--- config.mk ---
export PLATFORM = sky130hd
export DESIGN_NAME = pipeline_hazard_ctrl
export DESIGN_NICKNAME = d
export VERILOG_FILES = /design/src/rtl/pipeline_hazard_ctrl.sv
export SDC_FILE = /design/constraint.sdc
export NUM_CORES = 1
export LEC_CHECK = 0
export ABC_AREA = 1
export ABC_CLOCK_PERIOD_IN_PS = 1600
export BUFFER_PORTS_ARGS = -buffer_cell sky130_fd_sc_hd__buf_2
export CAP_MARGIN = 20
export CORE_ASPECT_RATIO = 1.4
export CORE_MARGIN = 4
export CORE_UTILIZATION = 46
export DETAILED_ROUTE_END_ITERATION = 8
export GPL_TIMING_DRIVEN = 0
export PLACE_DENSITY = 0.85
export REMOVE_ABC_BUFFERS = 1
export SETUP_SLACK_MARGIN = 0.2
export SLEW_MARGIN = 20
export SYNTH_ARGS = -nofsm -noshare
export SYNTH_HDL_FRONTEND = slang
export SYNTH_SLANG_ARGS = --single-unit
--- constraint.sdc ---
create_clock -name clk -period 1.6 [get_ports clk]
set_input_delay 0.16 -clock clk [delete_from_list [all_inputs] [get_ports clk]]
set_output_delay 0.16 -clock clk [all_outputs]
set_load 0.05 [all_outputs]
--- src/rtl/pipeline_hazard_ctrl.sv ---
// Stall/flush sequencer for the 5-stage pipeline with a mem_busy watchdog.
// Optional saturating perf counters are built when HAZARD_PERF_CNT_EN is defined.
module pipeline_hazard_ctrl #(
  parameter int unsigned BUSY_TIMEOUT = 16
) (
  input  logic        clk,
  input  logic        rst,
  input  logic [4:0]  IF_ID_RegisterRs,
  input  logic [4:0]  IF_ID_RegisterRt,
  input  logic        ID_uses_rt,
  input  logic        ID_Jump,
  input  logic        ID_EX_MemRead,
  input  logic [4:0]  ID_EX_RegisterRt,
  input  logic        EX_Branch_taken,
  input  logic        mem_busy,
  output logic        PC_Write,
  output logic        IF_ID_Write,
  output logic        IF_Flush,
  output logic        ID_Hazard_lwstall,
  output logic        ID_Hazard_Branch,
  output logic        Pipe_Freeze,
  output logic        busy_timeout,
  output logic [15:0] stall_cnt,
  output logic [15:0] flush_cnt
);

  typedef enum logic [1:0] {RUN = 2'd0, HOLD = 2'd1, ERR = 2'd2} state_t;

  localparam logic [15:0] TIMEOUT = 16'(BUSY_TIMEOUT);

  state_t      state, state_nxt;
  logic [15:0] busy_cnt, busy_cnt_nxt;
  logic        lu;
  logic        pcw, ifw, flsh, lws, hbr, frz, bto;

  function automatic logic [15:0] sat_inc(input logic [15:0] v);
    return (v == 16'hFFFF) ? v : v + 16'd1;
  endfunction

  assign lu = ID_EX_MemRead && (ID_EX_RegisterRt != 5'd0) &&
              ((ID_EX_RegisterRt == IF_ID_RegisterRs) ||
               (ID_uses_rt && (ID_EX_RegisterRt == IF_ID_RegisterRt)));

  always_comb begin
    state_nxt    = state;
    busy_cnt_nxt = busy_cnt;
    pcw          = 1'b1;
    ifw          = 1'b1;
    flsh         = 1'b0;
    lws          = 1'b0;
    hbr          = 1'b0;
    frz          = 1'b0;
    bto          = (state == ERR);
    if ((state != ERR) && mem_busy) begin
      frz = 1'b1;
      pcw = 1'b0;
      ifw = 1'b0;
      if (state == RUN) begin
        state_nxt    = HOLD;
        busy_cnt_nxt = 16'd1;
      end else if (busy_cnt == TIMEOUT) begin
        state_nxt = ERR;
      end else begin
        busy_cnt_nxt = busy_cnt + 16'd1;
      end
    end else begin
      // Leaving HOLD still resolves the instructions sitting in ID/EX this cycle.
      if (state == HOLD) begin
        state_nxt    = RUN;
        busy_cnt_nxt = 16'd0;
      end
      if (EX_Branch_taken) begin
        flsh = 1'b1;
        hbr  = 1'b1;
      end else if (lu) begin
        pcw = 1'b0;
        ifw = 1'b0;
        lws = 1'b1;
      end else if (ID_Jump) begin
        flsh = 1'b1;
      end
    end
  end

  // Reset forces every control output low without waiting for a clock edge.
  assign PC_Write          = rst & pcw;
  assign IF_ID_Write       = rst & ifw;
  assign IF_Flush          = rst & flsh;
  assign ID_Hazard_lwstall = rst & lws;
  assign ID_Hazard_Branch  = rst & hbr;
  assign Pipe_Freeze       = rst & frz;
  assign busy_timeout      = rst & bto;

  always_ff @(negedge clk or negedge rst) begin
    if (!rst) begin
      state    <= RUN;
      busy_cnt <= 16'd0;
    end else begin
      state    <= state_nxt;
      busy_cnt <= busy_cnt_nxt;
    end
  end

`ifdef HAZARD_PERF_CNT_EN
  always_ff @(negedge clk or negedge rst) begin
    if (!rst) begin
      stall_cnt <= 16'd0;
      flush_cnt <= 16'd0;
    end else begin
      if (lws)  stall_cnt <= sat_inc(stall_cnt);
      if (flsh) flush_cnt <= sat_inc(flush_cnt);
    end
  end
`else
  assign stall_cnt = 16'h0000;
  assign flush_cnt = 16'h0000;
`endif

endmodule

Word level (Yosys, flattened, before mapping)
Cells that the tools add are included.
- flip-flop bits (word level): 18
- output and inout bits: 39
- bits of input ports: 22
- add/subtract/negate cells: 1
- reduce and logical (&&, ||, !) cells: 10
- mux-type cells: 21
- equality and inequality tests: 8
- bitwise logic cells: 6
- operators with widths (operator ; number):
    16-bit 2-to-1 mux ; 4
    16-bit by 1-bit adder with 16-bit output (second input constant) ; 1
    16-bit by 5-bit equality test with 1-bit output (second input constant) ; 1
    1-bit 2-to-1 mux ; 13
    5-bit equality test ; 2
    2-bit 2-to-1 mux ; 4
    1-bit bitwise AND ; 6
    5-bit nonzero test ; 1
    1-bit logical AND ; 4
    2-bit AND reduction ; 2
    3-bit by 1-bit inequality test with 1-bit output (second input constant) ; 1
    3-bit inequality test (second input constant) ; 1
    2-bit by 1-bit equality test with 1-bit output (second input constant) ; 1
    2-bit equality test (second input constant) ; 1
    2-bit zero test ; 1
    2-bit inequality test (second input constant) ; 1
    2-bit nonzero test ; 1
    1-bit logical OR ; 1

Logic depth before layout (Yosys ltp)
Gate-level depths: netlist of run 1.
- depth after elaboration: 8
- mapped depth: 10
- mapped depth without buffers: 9

==> results of run 1 <==
[cells by family (layout without fill, tap and decap cells)]
logic type,after synthesis,in the layout
AO/OA/AOI/OAI,7,7
XOR/XNOR,1,1
adder cells (fa/ha/maj),2,2
buffers and inverters,77,91
flip-flops,18,18
other,1,32
AND/OR/NAND/NOR,175,176
[synthesized netlist by cell type]
library cell,instances
buf_12,1
ha_1,2
nor3_1,2
o21bai_1,1
conb_1,1
o21ai_0,3
nor4_1,1
nand2_1,78
nor2_8,1
nand3_4,1
nand2_2,20
nand4_1,18
buf_4,33
nor2_4,2
nor2_1,25
nand3_1,20
clkinv_1,2
inv_2,6
o21ai_4,1
a21oi_1,1
nor2_2,2
a21oi_2,1
inv_1,35
nand4_2,2
dfrtn_1,18
xnor2_1,1
nand2_4,1
nand3b_1,1
nor3_2,1
[report_power, final]
group	internal, uW	switching [uW]	total, uW
Combinational	227	597	825
Sequential	495	58.5	553
Clock	219	167	386
[critical path: stages, from the launching register on]
cell,delay (ns)
dfrtn_1,0.47
o21ai_4,0.09
buf_4,0.14
buf_6,0.10
buf_6,0.11
nor2_2,0.11
buf_6,0.17
[through the flow]
step	util (%)	hold WS, ns	total power [uW]	setup TNS (ns)	area [um^2]
2_1_floorplan	-	0.4315	1034	-7.282	1685
3_3_place_gp	50.20	0.4473	1151	-9.126	1878
3_5_place_dp	50.20	0.4620	1159	-9.727	1878
4_1_cts	56.72	0.4625	1656	-8.322	2122
6_report	60.50	0.4623	1764	-11.01	2263
5_1_grt	60.50	0.4980	1855	-11.86	2263
[flip-flops by register name, indices dropped and copies added (netlist names)]
register,cells
state,2
busy_cnt,16
[metal layers]
layer | GRT usage [%] | up-vias
met4 | 3.609 | 0
met2 | 34.00 | 69
met3 | 2.022 | 8
met5 | 0 | -
li1 | - | 910
met1 | 21.03 | 870
[cell type report]
type / count / area, um^2
fill: 308 / 1478
inverter: 43 / 163.9
clock buffer: 4 / 55.05
multi-input combinational: 218 / 1209
sequential: 18 / 450.4
tap: 42 / 52.55
timing repair buffer: 44 / 332.8
[worst max-delay path by stage]
stage / from / end / slack [ns] / depth (start not counted)
2_1_floorplan: state[1] / IF_Flush / -1.06 / 6
3_3_place_gp: state[1] / IF_Flush / -0.86 / 7
3_5_place_dp: state[1] / IF_Flush / -0.90 / 7
4_1_cts: state[1] / ID_Hazard_lwstall / -0.78 / 7
5_1_grt: state[1] / IF_ID_Write / -0.84 / 7
6_report: state[0] / Pipe_Freeze / -0.82 / 6
[repair_timing]
item                       in CTS  in global routing
gates resized for setup        30                 24
buffers inserted                8                  8
hold endpoints to repair        0                  0
setup endpoints to repair      25                 25
pin swaps                      10                 10
gates cloned                    1                  0
==> results.md, run 1 <==
- Max rail drop VDD: 0.5348 mV
- CTS sink count: 18
- Kind of start point of the critical path: flop
- Worst Hold Launch: busy_cnt[15]
- Post-Synth Simple-Gate Area: 47.21%
- Core area: 3741 um^2
- End point of the worst hold path: busy_cnt[15]
- Via density per instance: 5.033
- Unrepaired setup endpoints after global routing: yes
- Post-synthesis cell count: 281
- Inserted Clock Buffers: 3
- Count of placed standard cells including taps: 348
- Number of global-route vias before repair: 1,633
- Post-Synth Adder-Cell Area: 1.362%
- Final cell count without fillers: 369
- Final weighted congestion of routability-driven global placement: 0.9341
- Max FO, Critical Path: 2
- Synth warnings: 0
- Largest net degree at the start of global routing: 20
- Endpoint class of the critical path: output port
- Power Dens Cells: 779.2 nW/um^2
- Worst min-delay path category: reg -> reg
- Max-cap viol count: 0
- Sequential area share after synthesis: 24.52%
- Met3 Wirelength: 275 um
- Hold depth: 2
- Final Net Count: 352
- Most common cell after layout, fill and taps aside: nand2_1
- End of the worst register-to-register path: busy_cnt[4]
- Post-synthesis cell type count: 29
- Post-synthesis cell area: 1837 um^2
- I/O Pins: 61
- Max-slew violations: 0
- Number of search-and-repair iterations in the first detailed-routing pass: 5
- Post-route antenna net violation count: 0
- H-tree levels: 1
- Arrival time of the worst setup path: 2.26 ns
- Worst-Skew Late Latency: 0.27 ns
- Uppermost metal layer occupied by signal nets: met4
- Proportion of layout cells with a drive suffix above 1: 32.42%
- Final hold vios: 0
- Cell Rows: 26
- Required @ worst endpoint: 1.44 ns
- Antenna violations before repair: 0
- Clock Tree Root: clkbuf_8
- Share of the synthesized area in compound gates (AO/OA/AOI/OAI): 2.861%
- Area Growth Syn to Fin: 23.23%
- Final antenna diode count: 0
- Buffers from clock root to sink, at most: 2
- Global route overflow: 0
- Via count: 1,857
- Routed wire length: 4699 um
- Worst Reg2Reg Path Length in Cells: 8
- # DRC: 0
- CTS tree: done
- Post-CTS Hold Fix Bufs: 0
- Multiplexer area fraction after synthesis: 0%
- Worst setup timing slack at the placement stage: -0.8962 ns
- Routed met2 length: 2538 um
- All-layer global routing usage: 17.91%
- Iter 0 DRT Violations: 95
- Clock skew after layout: 0.001842 ns
- Parity-gate share of the synthesized area counting xor and xnor cells: 0.4768%
- Leakage power: 0.001271 uW
- Count of buffers from port buffering: 28
- Least setup slack across all paths after layout: -0.8158 ns
- Detailed-routing wirelength on met1: 1812 um
- Die span in y: 82.77 um
- Mean area per synthesized cell: 6.537 um^2
- First-pass GRT wire length: 7051 um
- Area leader, netlist: dfrtn_1
- Main combinational cell family by area after synthesis: simple AND/OR/NAND/NOR gates
- Outcome: finished with violations
- Register-to-register setup slack: -0.20 ns
- Clock slew seen by the registers of the worst setup and hold paths: 0.05 ns
- Routed wire per std cell: 12.73 um
- Starting density of the core: 49.10%
- Setup violations, final: 25
- Portion of synthesized cell area occupied by the leading cell type: 24.52%
- #FFs+latches synth: 18
- HPWL Detailed: 3052 um
- Most frequent cells in the layout: 69 x nand2_1, 33 x inv_1, 32 x conb_1, 23 x nand2_2
- Crit Path Category: reg -> out
- DIE AREA: 5082 um^2
- Startpoint of the worst register-to-register path: busy_cnt[0]
- Most area-consuming cells after synthesis: dfrtn_1 25%, nand2_1 16%, buf_4 13%
- Violated checks: setup timing
- Die boundary width: 61.41 um
Note: power is estimated with default switching activity, not from simulation.
==> run 2, diff against run 1 <==
Settings changed: CORE_UTILIZATION 46 to 45, PLACE_DENSITY 0.85 to 0.83.
==> run 2 against run 1 <==
  * The flow still finishes with violations (setup timing)
  * Clock skew is 0.0013 ns lower
  * Register-to-register slack improved by 0.21 ns
  * First-iteration DRC count fell by 25%
  * Power fell by 7.2%
  * Critical path depth grew 1
  * Setup slack gained 0.064 ns
  * Clock-buffer cell count is the same
  * Design area decreased by 7.1%
  * Critical path type unchanged
  * Critical endpoint is now ID_Hazard_lwstall
  * Largest cell class unchanged
  * Highest routed layer unchanged
==> results.md, run 2 (synthesized netlist as in run 1, its figures left out) <==
- Worst min-delay path category: reg -> reg
- Number of inserted filler cells in the final layout: 374
- Launch point of the worst path: state[1]
- Area Growth Syn to Fin: 14.44%
- Post-route antenna net violation count: 0
- HPWL Detailed: 3119 um
- Final weighted congestion of routability-driven global placement: 0.9419
- Count of buffers from port buffering: 28
- Area of placed instances: 1879 um^2
- Die boundary width: 62.00 um
- Total non-filler cell area in the finished layout: 2102 um^2
- Hold_ws: 0.4495 ns
- First-pass GRT wire length: 6644 um
- All-layer global routing usage: 16.28%
- Clock slew seen by the registers of the worst setup and hold paths: 0.05 ns
- Max-cap viol count: 0
- Unrepaired setup endpoints after global routing: yes
- Startpoint of the worst register-to-register path: busy_cnt[0]
- Power Dens Cells: 778.3 nW/um^2
- Setup violations, final: 23
- Outcome: finished with violations
- Worst Reg2Reg Path Length in Cells: 8
- Met2 layer usage reported by global route: 29.62%
- Number of search-and-repair iterations in the first detailed-routing pass: 4
- Via density per instance: 4.961
- Largest register by flop count: busy_cnt
- Violated checks: setup timing
- H-tree levels: 1
- Register-to-register setup slack: 0.01 ns
- Inserted Clock Buffers: 3
- Most common cell after layout, fill and taps aside: nand2_1
- Least setup slack across all paths after layout: -0.7518 ns
- CTS sink count: 18
- Max rail drop VDD: 0.5460 mV
- Final antenna diode count: 0
- Largest net degree at the start of global routing: 20
- Final hold vios: 0
- Die span in y: 83.60 um
- End of the worst register-to-register path: busy_cnt[14]
- Endpoint class of the critical path: output port
- I/O Pins: 61
- Final cell count without fillers: 361
- Crit Path Category: reg -> out
- Registers with the most flip-flops: busy_cnt: 16 flops, state: 2 flops
- Worst Hold Launch: busy_cnt[15]
- Max-slew violations: 0
- Global Route met1 Usage: 17.32%
- End point of the worst hold path: busy_cnt[15]
- Iter 0 DRT Violations: 71
- Proportion of layout cells with a drive suffix above 1: 27.36%
- DIE AREA: 5182 um^2
- Core area: 3953 um^2
- Max FO, Critical Path: 2
- # DRC: 0
- Antenna violations before repair: 0
- Arrival time of the worst setup path: 2.19 ns
- Most frequent cells in the layout: 77 x nand2_1, 33 x inv_1, 32 x conb_1, 21 x buf_2
- Number of global-route vias before repair: 1,592
- Clock Tree Root: clkbuf_8
- Required @ worst endpoint: 1.44 ns
- Cell Rows: 27
- Routed wire per std cell: 11.79 um
- Sum Neg Setup Slack: -6.337 ns
- Met3 capacity usage during global routing: 2.322%
- Post-CTS Hold Fix Bufs: 0
- Kind of start point of the critical path: flop
- Starting density of the core: 46.47%
- Post-layout util: 53.18%
- Most used routing layer in global routing: met2
- Routed wire length: 4256 um
- Via count: 1,791
- Buffers from clock root to sink, at most: 2
- CTS tree: done
- Hold depth: 2
- Global route overflow: 0
- Count of placed standard cells including taps: 349
- Final Net Count: 343
- Clock skew after layout: 0.0005616 ns
- Leakage power: 0.001168 uW
- Worst-Skew Late Latency: 0.27 ns
- Max FFs per register: 16
[run 2: how the worst max path moves through the flow]
stage,endpoint,cells after the start
global route,ID_Hazard_Branch,7
finish,ID_Hazard_lwstall,7
detailed placement,IF_Flush,7
floorplan,IF_Flush,6
global placement,IF_Flush,7
CTS,IF_Flush,7
[run 2: critical path, cell delays in order (launching register included)]
cell	delay, ns
dfrtn_1	0.42
inv_2	0.06
o21ai_4	0.16
inv_4	0.05
nor2_4	0.08
inv_1	0.08
nor2_2	0.10
buf_6	0.17
[run 2: what timing repair did]
item,CTS,global route
resized for setup,18,14
endpoints found under the setup margin,25,25
buffers inserted,6,2
pin swaps,4,3
gates cloned,0,0
[run 2: metal layers]
metal  share of wire [%]  up-vias
met5                   0        -
met4                 2.4        0
met3                 4.6       13
met2                  57       54
met1                  36      832
li1                    -      892
[run 2: metrics by stage]
step	power (uW)	setup slack [ns]
floorplan	1034	-1.062
global placement	1149	-0.8511
detailed placement	1166	-0.8805
CTS	1619	-0.7600
global route	1734	-0.8361
finish	1636	-0.7518
[run 2: where the power goes]
| group | internal, uW | total (uW) | switching (uW) |
|---|---|---|---|
| Clock | 219 | 377 | 158 |
| Combinational | 184 | 721 | 538 |
| Sequential | 495 | 538 | 42.6 |
| Total | 898 | 1640 | 738 |
[run 2: layout make-up]
cell class / instances / area, um^2 / share of cell area [%]
tap: 43 / 53.80 / 2.560
timing repair buffer: 36 / 255.2 / 12.14
clock buffer: 4 / 55.05 / 2.619
multi-input combinational: 217 / 1124 / 53.45
inverter: 43 / 163.9 / 7.798
sequential: 18 / 450.4 / 21.43
==> run 3, diff against run 2 <==
Settings changed: GPL_ROUTABILITY_DRIVEN set to 1, GPL_TIMING_DRIVEN 0 to not set.
==> run 3 against run 2 <==
  * The flow still finishes with violations (setup timing)
  * Non-clock buffer count up 19
  * Power up 12%
  * Sequential power about the same
  * Sequential share of layout area down 2.5 points
  * Combinational power up 26%
  * Hold slack better by 0.014 ns
  * Critical path depth unchanged
  * Die area unchanged
  * Utilization up 7.1 points
  * Critical path type unchanged
==> results.md, run 3 (synthesized netlist as in run 1, its figures left out) <==
- Outcome: finished with violations
- Violated checks: setup timing
- Unrepaired setup endpoints after global routing: yes
- DIE AREA: 5182 um^2
- Worst min-delay path category: reg -> reg
- Largest register by flop count: busy_cnt
- Leakage power: 0.001346 uW
- Least setup slack across all paths after layout: -0.8188 ns
- Die span in y: 83.60 um
- Power Dens Cells: 769.4 nW/um^2
- Startpoint of the worst register-to-register path: state[1]
- Worst Reg2Reg Path Length in Cells: 11
- Final weighted congestion of routability-driven global placement: 0.8627
- Total non-filler cell area in the finished layout: 2381 um^2
- All-layer global routing usage: 19.89%
- Post-route antenna net violation count: 0
- I/O Pins: 61
- End point of the worst hold path: busy_cnt[15]
- CTS tree: done
- Clock Tree Root: clkbuf_8
- Worst-Skew Late Latency: 0.27 ns
- End of the worst register-to-register path: busy_cnt[3]
- Final Net Count: 363
- Most common cell after layout, fill and taps aside: nand2_1
- Inserted Clock Buffers: 3
- Area Growth Syn to Fin: 29.63%
- Setup violations, final: 25
- CTS sink count: 18
- Worst Hold Launch: busy_cnt[15]
- Max FO, Critical Path: 2
- # DRC: 0
- Endpoint class of the critical path: output port
- Area of placed instances: 1992 um^2
- Count of buffers from port buffering: 28
- Proportion of layout cells with a drive suffix above 1: 35.21%
- Crit Path Category: reg -> out
- Routed wire per std cell: 13.63 um
- Most frequent cells in the layout: 69 x nand2_1, 32 x inv_1, 32 x conb_1, 22 x nand2_2, 21 x buf_4
- Clock skew after layout: 0.002441 ns
- Max rail drop VDD: 0.7395 mV
- Total chip power: 1832 uW
- Core area: 3953 um^2
- Routed wire length: 5193 um
- Max FFs per register: 16
- Kind of start point of the critical path: flop
- Cell Rows: 27
- Hold depth: 2
- Buffers from clock root to sink, at most: 2
- Worst setup timing slack at the placement stage: -0.5741 ns
- HPWL Detailed: 3463 um
- Number of global-route vias before repair: 1,827
- Arrival time of the worst setup path: 2.26 ns
- Global route overflow: 0
- Die boundary width: 62.00 um
- Register-to-register setup slack: -0.09 ns
- Via count: 1,951
- Largest net degree at the start of global routing: 11
- Iter 0 DRT Violations: 92
- Number of search-and-repair iterations in the first detailed-routing pass: 4
- First-pass GRT wire length: 7941 um
- Starting density of the core: 46.47%
- Final antenna diode count: 0
- Required @ worst endpoint: 1.44 ns
- Via density per instance: 5.121
- Max-slew violations: 0
- H-tree levels: 1
- Antenna violations before repair: 0
- Max-cap viol count: 0
- Clock slew seen by the registers of the worst setup and hold paths: 0.05 ns
- Registers with the most flip-flops: busy_cnt: 16 flops, state: 2 flops
- Final hold vios: 0
-- run 3: repair_timing --
| action | 4_1_cts | 5_1_grt |
|---|---|---|
| cloned | 1 | 0 |
| resized for setup | 40 | 22 |
| setup buffers | 7 | 5 |
| pin swaps | 7 | 6 |
| hold buffers | 0 | 0 |
| setup endpoints to repair | 25 | 25 |
-- run 3: area by class of cell --
| class | instances | area [um^2] |
|---|---|---|
| Sequential cell | 18 | 450.4 |
| Inverter | 43 | 161.4 |
| Multi-Input combinational cell | 218 | 1230 |
| Timing Repair Buffer | 55 | 430.4 |
| Fill cell | 337 | 1572 |
| Tap cell | 43 | 53.80 |
| Clock buffer | 4 | 55.05 |
-- run 3: how the worst max path moves through the flow --
stage	end	slack, ns	cells after the start	from
finish	IF_Flush	-0.82	7	state[1]
global route	IF_Flush	-0.87	7	state[1]
CTS	ID_Hazard_Branch	-0.73	7	state[1]
detailed placement	IF_Flush	-0.57	7	state[1]
global placement	IF_Flush	-0.51	7	state[1]
floorplan	IF_Flush	-1.06	6	state[1]
-- run 3: stage by stage --
step                      hold WS (ns)  util [%]  TNS, ns  std cells
after global routing            0.5028     60.24   -12.18        381
after floorplan                 0.4315         -   -7.282        278
after detailed placement        0.4567     50.40   -9.855        364
final                           0.4633     60.24   -10.94        381
after global placement          0.4459     50.40   -9.339        364
after CTS                       0.4591     57.30   -7.777        376
-- run 3: layer usage --
metal,track usage (%),part of all wire [%],vias up,routed length [um]
li1,-,-,935,-
met1,20.84,36,919,1853
met2,35.85,55,82,2860
met3,2.632,5.6,15,293
met4,10.04,3.6,0,186
met5,0,0,-,0
-- run 3: where the power goes --
group	switching, uW	total, uW	internal [uW]
registers	44.9	540	495
clock network	167	386	219
logic	633	906	273
total	845	1830	987
-- run 3: worst max-delay path, stage by stage, from the launching register on --
cell and delay, ns:
dfrtn_1 0.43, inv_2 0.06, o21ai_4 0.14, inv_2 0.07, nor2_4 0.12, nand2_2 0.09, nor2_2 0.11, buf_6 0.17
